`src/rtl/sm_np_pkg.sv`:
```
// Shared constants and helpers for the N-state x-event sequencer.
package sm_np_pkg;

    localparam int          SM_NP_MAX_STATES = 16;
    localparam int          SM_NP_STATE_W    = 4;
    localparam logic [15:0] SM_NP_Y_MASK     = 16'hAAAA;

    typedef logic [SM_NP_STATE_W-1:0] sm_state_t;

    // Pattern bit for a state index; anything past the 16-entry mask reads as 0.
    function automatic logic pat_bit(input logic [15:0] mask, input int unsigned idx);
        logic [31:0] i;
        i = 32'(idx);
        return (i < 32'd16) ? mask[i[3:0]] : 1'b0;
    endfunction

endpackage

```
`src/rtl/sm_np_seq_if.sv`:
```
// Control/status bundle of the sequencer: event and modulus load in, pattern and flags out.
interface sm_np_seq_if #(parameter int STATE_W = 4);

    logic               x;
    logic               mod_ld;
    logic [STATE_W-1:0] mod_in;
    logic               y;
    logic [STATE_W-1:0] state_o;
    logic               wrap;
    logic               mod_err;

    modport master (output x, mod_ld, mod_in, input y, state_o, wrap, mod_err);
    modport slave  (input x, mod_ld, mod_in, output y, state_o, wrap, mod_err);

endinterface

```
`src/rtl/sm_edge_det.sv`:
```
// Rising-edge detector: one flop of history, rise is combinational so no extra output latency.
module sm_edge_det (
    input  logic clk,
    input  logic reset,
    input  logic d,
    output logic rise
);

    logic d_q;

    // Remember last cycle's input; cleared so a high input right after reset counts as an edge.
    always_ff @(posedge clk) begin
        if (!reset) d_q <= 1'b0;
        else        d_q <= d;
    end

    assign rise = d & ~d_q;

endmodule

```
`src/rtl/sm_np_seq.sv`:
```
// N-state event sequencer: counts qualified x events modulo a runtime modulus and
// drives y from a per-state mask. Define SM_NP_EDGE_EN to count x rising edges
// instead of every cycle x is high.
module sm_np_seq
    import sm_np_pkg::*;
#(
    parameter int          NUM_STATES = 8,
    parameter int          STATE_W    = SM_NP_STATE_W,
    parameter logic [15:0] Y_MASK     = SM_NP_Y_MASK
) (
    input  logic        clk,
    input  logic        reset,
    sm_np_seq_if.slave  bus
);

    localparam logic [STATE_W-1:0] ONE     = STATE_W'(1);
    localparam logic [STATE_W-1:0] TWO     = STATE_W'(2);
    localparam logic [STATE_W-1:0] MOD_MAX = STATE_W'(NUM_STATES);

    logic [STATE_W-1:0] state, state_n;
    logic [STATE_W-1:0] mod_r, mod_n;
    logic               y_r, y_n;
    logic               wrap_r, wrap_n;
    logic               err_r, err_n;
    logic               adv;
    logic               ld_ok;

`ifdef SM_NP_EDGE_EN
    sm_edge_det u_edge (
        .clk   (clk),
        .reset (reset),
        .d     (bus.x),
        .rise  (adv)
    );
`else
    assign adv = bus.x;
`endif

    // Next state: an accepted load wins and swallows a same-cycle event; a rejected
    // load only flags the error and lets the event through.
    always_comb begin
        state_n = state;
        mod_n   = mod_r;
        wrap_n  = 1'b0;
        err_n   = 1'b0;
        ld_ok   = bus.mod_ld && (bus.mod_in >= TWO) && (bus.mod_in <= MOD_MAX);
        if (ld_ok) begin
            mod_n   = bus.mod_in;
            state_n = '0;
        end else begin
            err_n = bus.mod_ld;
            if (adv) begin
                if (state == mod_r - ONE) begin
                    state_n = '0;
                    wrap_n  = 1'b1;
                end else begin
                    state_n = state + ONE;
                end
            end
        end
        y_n = pat_bit(Y_MASK, 32'(state_n));
    end

    // Single register bank so y and state_o always change on the same edge.
    always_ff @(posedge clk) begin
        if (!reset) begin
            state  <= '0;
            mod_r  <= MOD_MAX;
            y_r    <= Y_MASK[0];
            wrap_r <= 1'b0;
            err_r  <= 1'b0;
        end else begin
            state  <= state_n;
            mod_r  <= mod_n;
            y_r    <= y_n;
            wrap_r <= wrap_n;
            err_r  <= err_n;
        end
    end

    assign bus.state_o = state;
    assign bus.y       = y_r;
    assign bus.wrap    = wrap_r;
    assign bus.mod_err = err_r;

endmodule

```
`src/flat_wrapper.sv`:
```
// flat-port wrapper written by rule: the top's interface ports become plain ports
module sm_np_seq_flat import sm_np_pkg::*;
#(
    parameter int          NUM_STATES = 8,
    parameter int          STATE_W    = SM_NP_STATE_W,
    parameter logic [15:0] Y_MASK     = SM_NP_Y_MASK
)
  (clk, reset, bus_x, bus_mod_ld, bus_mod_in, bus_y, bus_state_o, bus_wrap, bus_mod_err);
  sm_np_seq_if #(.STATE_W(STATE_W)) bus_i ();
  input  logic clk;
  input  logic reset;
  input wire logic [$bits(bus_i.x)-1:0] bus_x;
  input wire logic [$bits(bus_i.mod_ld)-1:0] bus_mod_ld;
  input wire logic [$bits(bus_i.mod_in)-1:0] bus_mod_in;
  output wire logic [$bits(bus_i.y)-1:0] bus_y;
  output wire logic [$bits(bus_i.state_o)-1:0] bus_state_o;
  output wire logic [$bits(bus_i.wrap)-1:0] bus_wrap;
  output wire logic [$bits(bus_i.mod_err)-1:0] bus_mod_err;
  assign bus_i.x = bus_x;
  assign bus_i.mod_ld = bus_mod_ld;
  assign bus_i.mod_in = bus_mod_in;
  assign bus_y = bus_i.y;
  assign bus_state_o = bus_i.state_o;
  assign bus_wrap = bus_i.wrap;
  assign bus_mod_err = bus_i.mod_err;
  sm_np_seq #(.NUM_STATES(NUM_STATES), .STATE_W(STATE_W), .Y_MASK(Y_MASK)) u_core (.clk(clk), .reset(reset), .bus(bus_i));
endmodule
```
`config.mk`:
```
export PLATFORM = sky130hd
export DESIGN_NAME = sm_np_seq_flat
export DESIGN_NICKNAME = d
export VERILOG_FILES = /design/src/rtl/sm_np_pkg.sv /design/src/rtl/sm_np_seq_if.sv /design/src/rtl/sm_edge_det.sv /design/src/rtl/sm_np_seq.sv /design/src/flat_wrapper.sv
export SDC_FILE = /design/constraint.sdc
export NUM_CORES = 1
export LEC_CHECK = 0
export CAP_MARGIN = 5
export CORE_AREA = 2 2 50 52
export CTS_CLUSTER_SIZE = 12
export DETAILED_ROUTE_END_ITERATION = 8
export DIE_AREA = 0 0 52 54
export PLACE_DENSITY = 0.51
export RECOVER_POWER = 100
export SLEW_MARGIN = 20
export SYNTH_ARGS = -nofsm -noshare
export SYNTH_HDL_FRONTEND = slang
export SYNTH_SLANG_ARGS = --single-unit
```
`constraint.sdc`:
```
create_clock -name clk -period 1.8 [get_ports clk]
set_clock_uncertainty 0.1 [all_clocks]
set_input_delay 0.27 -clock clk [delete_from_list [all_inputs] [get_ports clk]]
set_output_delay 0.27 -clock clk [all_outputs]
set_load 0.1 [all_outputs]
```
==> flow_metrics.tcl, run 1 <==
set metrics [dict create \
    cts_tree "built" \
    cts_resized 0 \
    cp_max_fo 6 \
    rows 18 \
    setup-tns-final_ns 0 \
    status "complete, no violations" \
    critPathKind "flip-flop to primary output" \
    fp.coreArea_sq_mm 0.00232 \
    areaGrowthSynthToFinish_pct 46.9 \
    fin_crit_ns 1.63 \
    firstDrtPassIters 4 \
    synth.cell_area_sq_um 537 \
    io_buffers 14 \
    ctsHoldBuffers 0 \
    finalMaxSlewViolations 0 \
    mostFrequentLayoutCell "dfxtp_1" \
    cts.sinks 10 \
    grt_use_total 0.104 \
    antenna_found_initial 0 \
    grt_pass1_vias 488 \
    yosys_register_bits 10 \
    root_buffer "clkbuf_4" \
    slew_headroom 0.640 \
    grt_pass1_wl_um 2040 \
    rsz0062_at_grt "no" \
    critPathLaunchType "flip-flop" \
    p_per_area_mw_per_mm2 769 \
    hp-class "flip-flop to flip-flop" \
    viasPerCell 4.37 \
    synth_area_per_cell_sq_um 8.52 \
    netlist-cell-type-count 20 \
    cts_setup_buffers 0 \
    ios 15 \
    htree_levels 1 \
    crit_slowest_cell "dfxtp_1" \
    critPathRequiredTime_ns 1.43 \
    worstMarginPinSlew_ns 0.542 \
    antenna_cells 0 \
    critPathTopFamily "flip-flops" \
    post-route-util 0.340 \
    ant_nets 0 \
    die_w_um 52 \
    clock_latency_ns 0.27 \
    drive_above_1_share 0.212 \
    clk_pin_slew_ns 0.07 \
    yosysSeqAreaShare 0.373 \
    max_freq_mhz 612 \
    cap_violations 0 \
    vias 503 \
    grt_max_degree 7 \
    fin_crit_sh 0.907 \
    dpl.cell_count 111 \
    grt-ovfl-total 0 \
    cts_inserted_buffers 3 \
    detail_route.iter0.violations 11 \
    critPathMaxStageDelay_ns 0.50 \
    dieArea_sq_mm 0.00281 \
    p_leak_nw 0.315 \
    setup_viol 0 \
    nNetsFinal 96 \
    layoutNonFillerInstCount 115 \
    initial_core_util 0.231 \
    cts.path.max_buffers 2 \
    die_h_um 54 \
    drcViolationCount 0 \
    yosys_warnings 0 \
    syn_nets 73 \
    cp.arrival_ns 1.26 \
    cp_num_buf_inv 1 \
    dp_slack_ns 0.0143 \
    synth_cells 63 \
    path_cells "buf_2" \
    critPathCaptureType "primary output" \
    wirelength_um 1230 \
    hold_viol 0 \
    layout_common_cells "dfxtp_1 (9), o21ai_0 (7), nor3_1 (6), nand2_1 (6), clkdlybuf4s50_1 (6)" \
    peakVddDrop_mv 0.264 \
    hpwl_um 941 \
    fin_ws_ns 0.167 \
    gp_congestion 0.818 \
    wl_per_cell_um 10.7 \
]
[cell type report]
type / instances / area, sq um
Tap cell: 30 / 37.5
Timing Repair Buffer: 19 / 184
Fill cell: 245 / 1530
Clock buffer: 4 / 36.3
Multi-Input combinational cell: 48 / 314
Sequential cell: 10 / 201
Inverter: 4 / 15.0
[cells by family after synthesis]
| family | synth area share |
|---|---|
| adder cells (fa/ha/maj) | 0.0466 |
| AO/OA/AOI/OAI | 0.126 |
| multiplexers | 0.0186 |
| AND/OR/NAND/NOR | 0.231 |
| buffers and inverters | 0.0420 |
| XOR/XNOR | 0.163 |
| flip-flops | 0.373 |
[synthesized netlist by cell type]
cell / count / area (sq um)
nor2b_1: 1 / 6.26
dfxtp_1: 10 / 200
nand4_1: 1 / 6.26
o21ba_2: 1 / 10.0
nand3_1: 2 / 10.0
nor3_1: 6 / 30.0
a21boi_0: 1 / 7.51
xnor2_1: 5 / 43.8
a22oi_1: 2 / 15.0
o21ai_0: 7 / 35.0
mux2i_1: 1 / 10.0
nor4b_1: 2 / 17.5
xor2_1: 5 / 43.8
and3_1: 1 / 6.26
inv_1: 4 / 15.0
nand2_1: 6 / 22.5
ha_1: 2 / 25.0
nor2_1: 4 / 15.0
buf_4: 1 / 7.51
nor3_2: 1 / 10.0
[per-layer routing]
metal,wire length [um],share of wire,global-route usage
met1,571,0.47,0.113
met2,560,0.46,0.171
met3,81,0.066,0.0361
met4,13,0.011,0.0658
met5,0,0,0
[through the flow]
| stage | cell area [sq um] | hold WS, ns | power [W] |
|---|---|---|---|
| after floorplan | 542 | 0.242 | 0.000351 |
| after global placement | 820 | 0.408 | 0.000422 |
| after detailed placement | 820 | 0.410 | 0.000424 |
| after CTS | 856 | 0.419 | 0.000629 |
| after global routing | 788 | 0.484 | 0.000638 |
| final | 788 | 0.420 | 0.000606 |
[worst paths after layout]
| kind | from | endpoint | slack, ns | depth (start not counted) |
|---|---|---|---|---|
| max | u_core.bus.state_o[0]$_SDFFE_PP0P_ | bus_state_o[0] | 0.17 | 1 |
| min | u_core.mod_r[3]$_SDFFE_PN1P_ | u_core.mod_r[3]$_SDFFE_PN1P_ | 0.42 | 2 |
| max reg2reg | u_core.mod_r[1]$_SDFFE_PN0P_ | u_core.bus.wrap$_SDFF_PP0_ | 0.17 | 6 |
| min reg2reg | u_core.mod_r[3]$_SDFFE_PN1P_ | u_core.mod_r[3]$_SDFFE_PN1P_ | 0.42 | 2 |
[where the power goes]
| part | switching, W | internal (W) | total (W) |
|---|---|---|---|
| Clock | 0.0000804 | 0.000123 | 0.000203 |
| Combinational | 0.0000963 | 0.0000639 | 0.000160 |
| Sequential | 0.0000121 | 0.000231 | 0.000243 |
| Total | 0.000189 | 0.000418 | 0.000606 |
[sequential cells by signal (all words and copies together) (netlist names)]
name	flops
u_core.bus.mod_err	1
u_core.bus.state_o	4
u_core.bus.wrap	1
u_core.mod_r	4
Note: power is estimated with default switching activity, not from simulation.
==> run 2, diff against run 1 <==
--- a/config.mk
+++ b/config.mk
@@ -10,9 +10,10 @@
 export CTS_CLUSTER_SIZE = 12
 export DETAILED_ROUTE_END_ITERATION = 8
 export DIE_AREA = 0 0 52 54
-export PLACE_DENSITY = 0.51
+export PLACE_DENSITY = 0.52
 export RECOVER_POWER = 100
 export SLEW_MARGIN = 20
 export SYNTH_ARGS = -nofsm -noshare
 export SYNTH_HDL_FRONTEND = slang
+export SYNTH_HIERARCHICAL = 1
 export SYNTH_SLANG_ARGS = --single-unit
==> flow_metrics.tcl, run 2 <==
set metrics [dict create \
    yosys_register_bits 10 \
    critPathMaxStageDelay_ns 0.34 \
    detail_route.iter0.violations 0 \
    path_cells "inv_1, ha_2, xnor2_2, clkbuf_1, a2111oi_4, buf_4, and3_1" \
    cp.arrival_ns 1.77 \
    max_freq_mhz 600 \
    status "complete, no violations" \
    grt_pass1_vias 475 \
    synth_common_cells "dfxtp_1 (10), nand2_1 (6), nor3_1 (5), xnor2_1 (5)" \
    ff2ff_path_depth 7 \
    yosysSeqAreaShare 0.367 \
    synth-adder-area-share 0.0459 \
    stdcell_area_sq_um 820 \
    die_h_um 54 \
    areaGrowthSynthToFinish_pct 50.2 \
    cts.sinks 10 \
    seqPwrFrac 0.430 \
    grt_use_total 0.103 \
    clk_pin_slew_ns 0.07 \
    synth-compound-area-share 0.195 \
    fp.coreArea_sq_mm 0.00232 \
    critPathRequiredTime_ns 1.90 \
    rsz0062_at_grt "no" \
    slew_headroom 0.640 \
    hpwl_um 1010 \
    dieArea_sq_mm 0.00281 \
    finalMaxSlewViolations 0 \
    synth.mux.area_fraction 0.0183 \
    dpl_cell_area_sq_um 838 \
    ff2ff_setup_slack_ns 0.13 \
    ctsHoldBuffers 0 \
    critPathKind "flip-flop to flip-flop" \
    critPathLaunchType "flip-flop" \
    critPathCaptureType "flip-flop" \
    synth_top_family_by_area "simple AND/OR/NAND/NOR gates" \
    cap_violations 0 \
    ys_async_sr_fraction 0 \
    peakVddDrop_mv 0.235 \
    yosys.area_share.simple 0.211 \
    layoutNonFillerInstCount 113 \
    synth_cells 60 \
    setup-tns-final_ns 0 \
    vias 504 \
    p_sw_frac 0.326 \
    fin_crit_sh 0.926 \
    grt_pass1_wl_um 2010 \
    initial_core_util 0.235 \
    nNetsFinal 94 \
    timing.rr.end "u_core/bus.wrap$_SDFF_PP0_" \
    netlist-cell-type-count 26 \
    dpl.cell_count 109 \
    ys.flop_type "dfxtp_1" \
    intPower_w 0.000380 \
    yosys.area_share.xor_xnor 0.128 \
    htree_levels 1 \
    hold-path-cell-count 2 \
    viasPerCell 4.46 \
    synth-edff-count 0 \
    yosys.area.top_type "dfxtp_1" \
    synth.cell_area_sq_um 546 \
    p_leak_nw 0.333 \
    wirelength_um 1230 \
    synth_area_per_cell_sq_um 9.09 \
    io_buffers 14 \
    hp-class "flip-flop to flip-flop" \
    fin_crit_ns 1.67 \
    combPwrFrac 0.293 \
    min_from "u_core/mod_r[3]$_SDFFE_PN1P_" \
    rows 18 \
    synth_top_area_frac 0.367 \
    worstHoldEndpoint "u_core/mod_r[3]$_SDFFE_PN1P_" \
    root_buffer "clkbuf_4" \
    firstDrtPassIters 1 \
    antenna_cells 0 \
    reg2reg_from "u_core/mod_r[0]$_SDFFE_PN0P_" \
    p_sw_w 0.000184 \
    mostFrequentLayoutCell "dfxtp_1" \
    synth.most_common_cell "dfxtp_1" \
    die_w_um 52 \
    ios 15 \
    setup_viol 0 \
    drcViolationCount 0 \
    ant_nets 0 \
    antenna_found_initial 0 \
    wl_per_cell_um 10.8 \
    crit_slowest_cell "a2111oi_4" \
    synth_area_leaders "dfxtp_1 (37%), xnor2_1 (8.0%), xor2_1 (4.8%), ha_1 (4.6%), nor3_1 (4.6%)" \
    clock_latency_ns 0.26 \
    hold_viol 0 \
    cts.path.max_buffers 2 \
    cts_tree "built" \
    grt_max_degree 8 \
    syn_nets 70 \
    p_per_area_mw_per_mm2 688 \
    drive_above_1_share 0.265 \
    fin_hold_ws_ns 0.433 \
    cts_inserted_buffers 3 \
    grt-ovfl-total 0 \
    worstMarginPinSlew_ns 0.542 \
    cp_max_fo 5 \
    p_clk_frac 0.277 \
    cts_setup_buffers 0 \
    yosys_warnings 6 \
    gp_congestion 0.771 \
    post-route-util 0.353 \
    layout_common_cells "dfxtp_1 (9), clkdlybuf4s50_1 (7), nand2_1 (6)" \
]
-- run 2: changes by cell type in the layout (fill, tap and decap cells not counted), sizes merged, moves of 2 or more --
cell / before / now
o21a: 0 / 3
a21oi: 0 / 2
o211ai: 0 / 2
xor2: 5 / 3
nor3: 7 / 5
o21ai: 7 / 2
and3: 1 / 4
nand3: 2 / 0
nor2: 4 / 1
-- run 2: how the worst max path moves through the flow --
stage	cells past startpoint	startpoint	slack, ns	endpoint
after global routing	7	u_core/mod_r[0]$_SDFFE_PN0P_	0.03	u_core/bus.wrap$_SDFF_PP0_
final	7	u_core/mod_r[0]$_SDFFE_PN0P_	0.13	u_core/bus.wrap$_SDFF_PP0_
after detailed placement	5	bus_mod_in[1]	-0.0001	u_core/bus.state_o[3]$_SDFFE_PP0P_
after CTS	7	u_core/mod_r[0]$_SDFFE_PN0P_	0.02	u_core/bus.wrap$_SDFF_PP0_
after floorplan	6	u_core/mod_r[0]$_SDFFE_PN0P_	0.005	u_core/bus.wrap$_SDFF_PP0_
after global placement	7	u_core/mod_r[0]$_SDFFE_PN0P_	0.05	u_core/bus.wrap$_SDFF_PP0_
-- run 2: final cells by class --
type	count	area, sq um
clock buffers	4	26.3
repair buffers	20	191
multi-input cells	46	349
inverters	3	11.3
flip-flops and latches	10	204
fillers	247	1500
well taps	30	37.5
-- run 2: cell families after synthesis --
kind of cell             Yosys count
XOR/XNOR                           8
flip-flops                        10
buffers and inverters              4
AND/OR/NAND/NOR                   21
AO/OA/AOI/OAI                     14
multiplexers                       1
adder cells (fa/ha/maj)            2
-- run 2: timing repair --
action,in CTS,in global routing
resized for setup,0,3
setup endpoints to repair,0,5
hold endpoints to repair,0,0
-- run 2: power by group through the flow --
stage / registers [W] / clock network, W / logic [W]
finish: 0.000242 / 0.000156 / 0.000165
global route: 0.000244 / 0.000177 / 0.000177
CTS: 0.000246 / 0.000162 / 0.000178
detailed placement: 0.000251 / 0 / 0.000178
global placement: 0.000250 / 0 / 0.000176
floorplan: 0.000282 / 0 / 0.0000697
-- run 2: metrics by stage --
| stage | power [W] | worst slack, ns |
|---|---|---|
| floorplan | 0.000352 | 0.00473 |
| CTS | 0.000586 | 0.0156 |
| global placement | 0.000426 | 0.0520 |
| finish | 0.000564 | 0.133 |
| detailed placement | 0.000429 | -0.000101 |
| global route | 0.000598 | 0.0291 |
-- run 2: worst max-delay path: cells and delay by family (launching register included) --
kind	cells	cell delay, ns
AO/OA/AOI/OAI	1	0.34
XOR/XNOR	1	0.13
AND/OR/NAND/NOR	1	0.16
adder cells (fa/ha/maj)	1	0.19
flip-flops	1	0.32
buffers and inverters	3	0.37
-- run 2: per-layer routing --
metal  share of wire  track usage  vias up
li1                -            -      260
met1            0.47        0.109      229
met2            0.45        0.175       13
met3           0.067       0.0361        2
met4           0.013       0.0658        0
met5               0            0        -
